===== src/rtl/ahb_lite_master.sv =====
// AHB-Lite single-transfer master with a two-stage (address/data) pipeline; the response pulses one cycle after the data phase ends.
// cmd_ready drops while A is stalled by hready=0, hresp or an error hold; stalled data phases abort after TIMEOUT wait cycles.
module ahb_lite_master #(
    parameter int TIMEOUT = 16
) (
    input  logic        clk,
    input  logic        n_rst,

    input  logic        cmd_valid,
    output logic        cmd_ready,
    input  logic        cmd_write,
    input  logic [3:0]  cmd_addr,
    input  logic [1:0]  cmd_size,
    input  logic [31:0] cmd_wdata,

    output logic        rsp_valid,
    output logic [31:0] rsp_rdata,
    output logic        rsp_error,
    output logic        rsp_timeout,

    output logic        hsel,
    output logic [3:0]  haddr,
    output logic [1:0]  htrans,
    output logic [1:0]  hsize,
    output logic        hwrite,
    output logic [2:0]  hburst,
    output logic [31:0] hwdata,
    input  logic [31:0] hrdata,
    input  logic        hready,
    input  logic        hresp
);

    localparam logic [1:0] HTRANS_IDLE   = 2'd0;
    localparam logic [1:0] HTRANS_NONSEQ = 2'd2;
    localparam logic [7:0] TO_LAST       = 8'(TIMEOUT - 1);

    // Address-phase stage
    logic        a_vld_q,   a_vld_d;
    logic        a_write_q, a_write_d;
    logic [3:0]  a_addr_q,  a_addr_d;
    logic [1:0]  a_size_q,  a_size_d;
    logic [31:0] a_wdata_q, a_wdata_d;

    // Data-phase stage
    logic        d_vld_q,   d_vld_d;
    logic        d_write_q, d_write_d;
    logic [31:0] hwdata_q,  hwdata_d;

    logic        err_hold_q, err_hold_d;
    logic [7:0]  to_cnt_q,   to_cnt_d;

    logic        rsp_vld_q,     rsp_vld_d;
    logic [31:0] rsp_rdata_q,   rsp_rdata_d;
    logic        rsp_error_q,   rsp_error_d;
    logic        rsp_timeout_q, rsp_timeout_d;

    logic        adv;
    logic        d_done;
    logic        to_fire;
    logic        accept;
    logic        a_drive;

    assign a_drive   = a_vld_q && !err_hold_q;
    assign cmd_ready = !a_vld_q || (hready && !err_hold_q && !hresp);

    assign hsel   = a_drive;
    assign htrans = a_drive ? HTRANS_NONSEQ : HTRANS_IDLE;
    assign haddr  = a_drive ? a_addr_q  : 4'd0;
    assign hsize  = a_drive ? a_size_q  : 2'd0;
    assign hwrite = a_drive ? a_write_q : 1'b0;
    assign hburst = 3'b000;
    assign hwdata = hwdata_q;

    assign rsp_valid   = rsp_vld_q;
    assign rsp_rdata   = rsp_rdata_q;
    assign rsp_error   = rsp_error_q;
    assign rsp_timeout = rsp_timeout_q;

    always_comb begin
        adv     = hready && !err_hold_q;
        d_done  = d_vld_q && hready;
        to_fire = d_vld_q && !hready && (to_cnt_q == TO_LAST);
        accept  = cmd_valid && cmd_ready;

        a_vld_d       = a_vld_q;
        a_write_d     = a_write_q;
        a_addr_d      = a_addr_q;
        a_size_d      = a_size_q;
        a_wdata_d     = a_wdata_q;
        d_vld_d       = d_vld_q;
        d_write_d     = d_write_q;
        hwdata_d      = hwdata_q;
        err_hold_d    = err_hold_q;
        to_cnt_d      = 8'd0;
        rsp_vld_d     = 1'b0;
        rsp_rdata_d   = 32'd0;
        rsp_error_d   = 1'b0;
        rsp_timeout_d = 1'b0;

        // A either takes a new command or empties as its content moves to D
        if (accept) begin
            a_vld_d   = 1'b1;
            a_write_d = cmd_write;
            a_addr_d  = cmd_addr;
            a_size_d  = cmd_size;
            a_wdata_d = cmd_wdata;
        end else if (adv) begin
            a_vld_d = 1'b0;
        end

        // An erroring D retires while err_hold blocks A, so D empties instead of refilling
        if (to_fire) begin
            d_vld_d  = 1'b0;
            hwdata_d = 32'd0;
        end else if (hready) begin
            if (adv) begin
                d_vld_d   = a_vld_q;
                d_write_d = a_write_q;
                hwdata_d  = (a_vld_q && a_write_q) ? a_wdata_q : 32'd0;
            end else begin
                d_vld_d  = 1'b0;
                hwdata_d = 32'd0;
            end
        end

        if (to_fire || d_done) begin
            err_hold_d = 1'b0;
        end else if (d_vld_q && hresp && !hready) begin
            err_hold_d = 1'b1;
        end

        if (d_vld_q && !hready && !to_fire) begin
            to_cnt_d = to_cnt_q + 8'd1;
        end

        if (d_done) begin
            rsp_vld_d   = 1'b1;
            rsp_rdata_d = d_write_q ? 32'd0 : hrdata;
            rsp_error_d = hresp;
        end else if (to_fire) begin
            rsp_vld_d     = 1'b1;
            rsp_error_d   = 1'b1;
            rsp_timeout_d = 1'b1;
        end
    end

    always_ff @(posedge clk or negedge n_rst) begin
        if (!n_rst) begin
            a_vld_q       <= 1'b0;
            a_write_q     <= 1'b0;
            a_addr_q      <= 4'd0;
            a_size_q      <= 2'd0;
            a_wdata_q     <= 32'd0;
            d_vld_q       <= 1'b0;
            d_write_q     <= 1'b0;
            hwdata_q      <= 32'd0;
            err_hold_q    <= 1'b0;
            to_cnt_q      <= 8'd0;
            rsp_vld_q     <= 1'b0;
            rsp_rdata_q   <= 32'd0;
            rsp_error_q   <= 1'b0;
            rsp_timeout_q <= 1'b0;
        end else begin
            a_vld_q       <= a_vld_d;
            a_write_q     <= a_write_d;
            a_addr_q      <= a_addr_d;
            a_size_q      <= a_size_d;
            a_wdata_q     <= a_wdata_d;
            d_vld_q       <= d_vld_d;
            d_write_q     <= d_write_d;
            hwdata_q      <= hwdata_d;
            err_hold_q    <= err_hold_d;
            to_cnt_q      <= to_cnt_d;
            rsp_vld_q     <= rsp_vld_d;
            rsp_rdata_q   <= rsp_rdata_d;
            rsp_error_q   <= rsp_error_d;
            rsp_timeout_q <= rsp_timeout_d;
        end
    end

endmodule


===== config.mk =====
export PLATFORM = sky130hd
export DESIGN_NAME = ahb_lite_master
export DESIGN_NICKNAME = d
export VERILOG_FILES = /design/src/rtl/ahb_lite_master.sv
export SDC_FILE = /design/constraint.sdc
export NUM_CORES = 1
export LEC_CHECK = 0
export BUFFER_PORTS_ARGS = -buffer_cell sky130_fd_sc_hd__buf_4
export CORE_MARGIN = 2
export CORE_UTILIZATION = 49
export DETAILED_ROUTE_END_ITERATION = 10
export PLACE_DENSITY_LB_ADDON = 0.2
export SLEW_MARGIN = 20
export SYNTH_ARGS = -nofsm -noshare
export SYNTH_HDL_FRONTEND = slang
export SYNTH_SLANG_ARGS = --single-unit

===== constraint.sdc =====
create_clock -name clk -period 2.3 [get_ports clk]
set_clock_uncertainty 0.2 [all_clocks]
set_input_delay 0.23 -clock clk [delete_from_list [all_inputs] [get_ports clk]]
set_output_delay 0.23 -clock clk [all_outputs]
set_load 0.01 [all_outputs]

After elaboration in Yosys (flattened, before gate mapping)
Cells that the tools add are included.

Input port bits: 76. Output and inout bits: 81. Register bits: 118. Logic and storage cells: 61.

$add $sub $neg: 1. Reductions and logical operators: 22. Muxes and demuxes: 22. Eq/ne operators: 1. Bitwise operators: 1.

Operators by type and width (number): $mux 32 (6); $mux 1 (12); $logic_and 1x1->1 (11); $add 8x1->8 const B (1); $eq 8x4->1 const B (1); $mux 8 (1); $reduce_bool 2->1 (3); $logic_not 1->1 (5); $mux 2 (2); $mux 4 (1); $reduce_and 3->1 (1); $logic_or 1x1->1 (2); $not 1->1 (1).

Longest topological paths before layout
Depth in word-level cells: 6. Gate-level depth with buffers: 5.

Least setup slack after synthesis
Ideal clock, no wire load.

Kind: flip-flop to flip-flop. Start point: register to_cnt_q[4]. End point: register hwdata_q[10], in the netlist hwdata[10]. Stages on the path, launching flop included: 5. Buffers on the path: 1. Slack: 0.697 ns. Data required time: 1.979 ns. Library setup time: 0.121 ns. Arrival: 1.282 ns. Cell sequence: dfrtp_1 nor4_4 a31oi_4 buf_6 a22o_1.

Cells in the longest elaborated chain, start to end: 3.

Ends and longest elaborated chain: start, declared (line 50) `logic [7:0] to_cnt_q, to_cnt_d;`; start signal, assigned (line 173) `to_cnt_q <= to_cnt_d;`; $eq 8x4->1 * (line 82) `to_fire = d_vld_q && !hready && (to_cnt_q == TO_LAST);`; $logic_and 1x1->1 * (line 82); $mux 32 or $reduce_bool 2->1 (tied branches); end signal, assigned (line 171) `hwdata_q <= hwdata_d;`; end, declared (line 47) `logic [31:0] hwdata_q, hwdata_d;`.

Every way passes the cells marked *; elsewhere a longest branch is shown, timed or not. A chain may end at the register's enable or synchronous reset.

Final worst setup path
Start point: register to_cnt_q[0]. End point: register hwdata_q[19], in the netlist hwdata[19].

Same word-level chain as after synthesis.

==> flow_summary.yaml <==
global_route:
  grt_util_all_layers_pct: 24.81
  grt_pass1_vias: 3591
  overflow: 0
  grt_max_degree: 46
  grt_first_pass_wirelength_mm: 18.42
  antenna_found_initial: 0
sta:
  tns_ns: 0
  final.min_clock_period_ns: 2.170
  maxSlewHeadroom_pct: 36.52
  finalSetupViolations: 0
  slew_violations: 0
  grt_setup_unrepaired: "false"
  worst_pin_slew_ns: 0.9522
  fin_crit_sh_pct: 94.35
  fmax_mhz: 460.8
  whs_ns: 0.05961
  final-hold-violation-count: 0
route:
  routedWlPerCell_microns: 17.48
  drtPass1Iterations: 4
  dr.first_iter.drc_count: 130
  wirelength_mm: 11.50
  viasPerCell: 5.038
  vias: 3315
  detail-route-antenna-nets: 0
  drcViolationCount: 0
synthesis:
  synth_ff_type: "dfrtp_1"
  avgSynthCellArea_sq_um: 14.63
  async_flop_share_pct: 100.0
  syn_inst: 303
  synth_area_leader_cell: "dfrtp_1"
  synth-seq-area-share_pct: 66.63
  synthTopCellsByCount: "dfrtp_1, and2_1, mux2_2"
  ys_types: 33
  ys_seq_elements: 118
  synth_area_leaders: "dfrtp_1, mux2_2, a22o_1"
  yosysMostFrequentCell: "dfrtp_1"
  synth_edf_count: 0
  synth_top_area_share_pct: 66.63
  syn_area_sq_um: 4432
  yosys_warnings: 0
cts:
  clock_path_buffers: 2
  insertion_delay_ns: 0.50
  cts_max_level: 4
  clk_pin_slew_ns: 0.05
  cts.sinks: 118
  root_buffer: "clkbuf_8"
  cts-buffers-inserted: 17
  cts_setup_buffers: 0
  cts_tree: "built"
job:
  drv_cap: 0
floorplan:
  design.core.area_sq_um: 8763
  dieArea_sq_um: 9821
  io-pin-count: 157
  start_util_pct: 50.57
  num_rows: 34
  die_w_microns: 99.10
  fp.dieH_microns: 99.10
placed_design:
  place_hpwl_mm: 6.357
  dpl-instance-area_sq_um: 5638
  portBuffers: 152
  gp_congestion: 0.7662
worst_hold_path:
  hold_path.class: "in2async"
setup_path:
  rrSetupSlack_ns: 0.13
  r2r_start: "to_cnt_q[0]$_DFF_PN0_"
  r2r-end: "hwdata[19]$_DFFE_PN0P_"
  crit_path_start_kind: "register"
  cp_max_fo: 32
  crit_path_end_kind: "register"
  r2r_cells: 4
  critPathRequiredTime_ns: 2.52
  arrival_ns: 2.39
  crit_type: "reg2reg"
power_and_ir_drop:
  power.density_nw_per_um2: 1088
  ir_drop_mv: 0.5607
  total_power_uw: 7596
  p_leak_uw: 0.003475
cells_and_area:
  fin_nets: 616
  finalInstanceArea_sq_um: 6983
  n_antenna_cell: 0
  fill_cells: 477
  syn_to_final_growth_pct: 57.57
  drive_above_1_share_pct: 43.09
status:
  status: "finished, final reports clean"
[worst max path at each step]
stage                                from                     end  slack, ns  cells past startpoint
floorplan           to_cnt_q[4]$_DFF_PN0_  hwdata[10]$_DFFE_PN0P_       0.70                      4
CTS                 to_cnt_q[0]$_DFF_PN0_  hwdata[19]$_DFFE_PN0P_       0.09                      4
global placement    to_cnt_q[0]$_DFF_PN0_   hwdata[0]$_DFFE_PN0P_       0.16                      4
finish              to_cnt_q[0]$_DFF_PN0_  hwdata[19]$_DFFE_PN0P_       0.13                      4
global route        to_cnt_q[0]$_DFF_PN0_  hwdata[19]$_DFFE_PN0P_       0.01                      4
detailed placement  to_cnt_q[0]$_DFF_PN0_  hwdata[31]$_DFFE_PN0P_       0.12                      4
[sequential cells by signal (all words and copies together) (netlist names)]
name	cells
rsp_error	1
a_size_q	2
hwdata	32
rsp_valid	1
d_vld_q	1
a_vld_q	1
rsp_timeout	1
to_cnt_q	8
a_addr_q	4
a_write_q	1
d_write_q	1
rsp_rdata	32
err_hold_q	1
a_wdata_q	32
[critical path: stages (launching register included)]
cell and delay, ns:
dfrtp_1 0.39, ha_1 0.24, and3_1 0.24, a31oi_4 0.75
a22o_1 0.26
[cells in the final DEF (no fill, tap or decap), types with 2 or more instances in the layout]
master	instances
mux2_1	2
inv_1	2
dfrtp_1	118
buf_4	157
mux2_2	38
clkbuf_8	5
nand2_1	10
dlygate4sd3_1	75
a21oi_1	6
nand2b_1	2
nor2_1	5
buf_12	2
o21ai_0	4
a21o_2	2
nand3_1	2
or3_1	3
conb_1	4
a22o_2	2
clkbuf_16	16
a22o_1	30
clkinv_2	4
clkinvlp_4	2
bufinv_16	3
and2_1	41
[power by group]
| part | switching [uW] | total, uW | internal, uW |
|---|---|---|---|
| combinational | 800 | 1920 | 1120 |
| sequential | 363 | 3060 | 2700 |
| clock | 869 | 2610 | 1740 |
| total | 2030 | 7600 | 5560 |
[logic make-up after synthesis]
group | share of synthesized area, %
compound gates | 8.752
xor+xnor | 0.3953
fa+ha+maj | 0.2823
buf+inv | 3.981
flops | 66.63
mux | 10.16
other cells | 0.08462
simple gates | 9.712
[layer usage]
metal | up-vias | wire length, microns | global-route usage (%) | share of wire [%]
li1 | 1518 | - | - | -
met1 | 1639 | 4533 | 29.17 | 39
met2 | 142 | 5702 | 40.90 | 50
met3 | 16 | 1102 | 9.698 | 9.6
met4 | 0 | 166 | 10.33 | 1.4
met5 | - | 0 | 0 | 0
[through the flow]
step           std cells  util (%)  setup slack, ns
2_1_floorplan        306         -           0.6967
3_3_place_gp         553     64.33           0.1627
3_5_place_dp         553     64.33           0.1225
4_1_cts              658     79.68          0.09283
5_1_grt              658     79.68          0.01414
6_report             658     79.68           0.1300
[area by class of cell]
class | instances | area, sq um | share of cell area [%]
clock buffers | 21 | 469.2 | 6.719
clock inverters | 9 | 125.1 | 1.792
inverters | 2 | 7.507 | 0.1075
multi-input cells | 166 | 1324 | 18.96
flip-flops and latches | 118 | 2953 | 42.29
well taps | 108 | 135.1 | 1.935
repair buffers | 234 | 1969 | 28.20
[timing repair]
item,in CTS,in global routing
hold buffers,75,0
endpoints found under the setup margin,0,1
gates resized for setup,0,0
endpoints found under the hold margin,194,0
(Power assumes the default switching activity.)
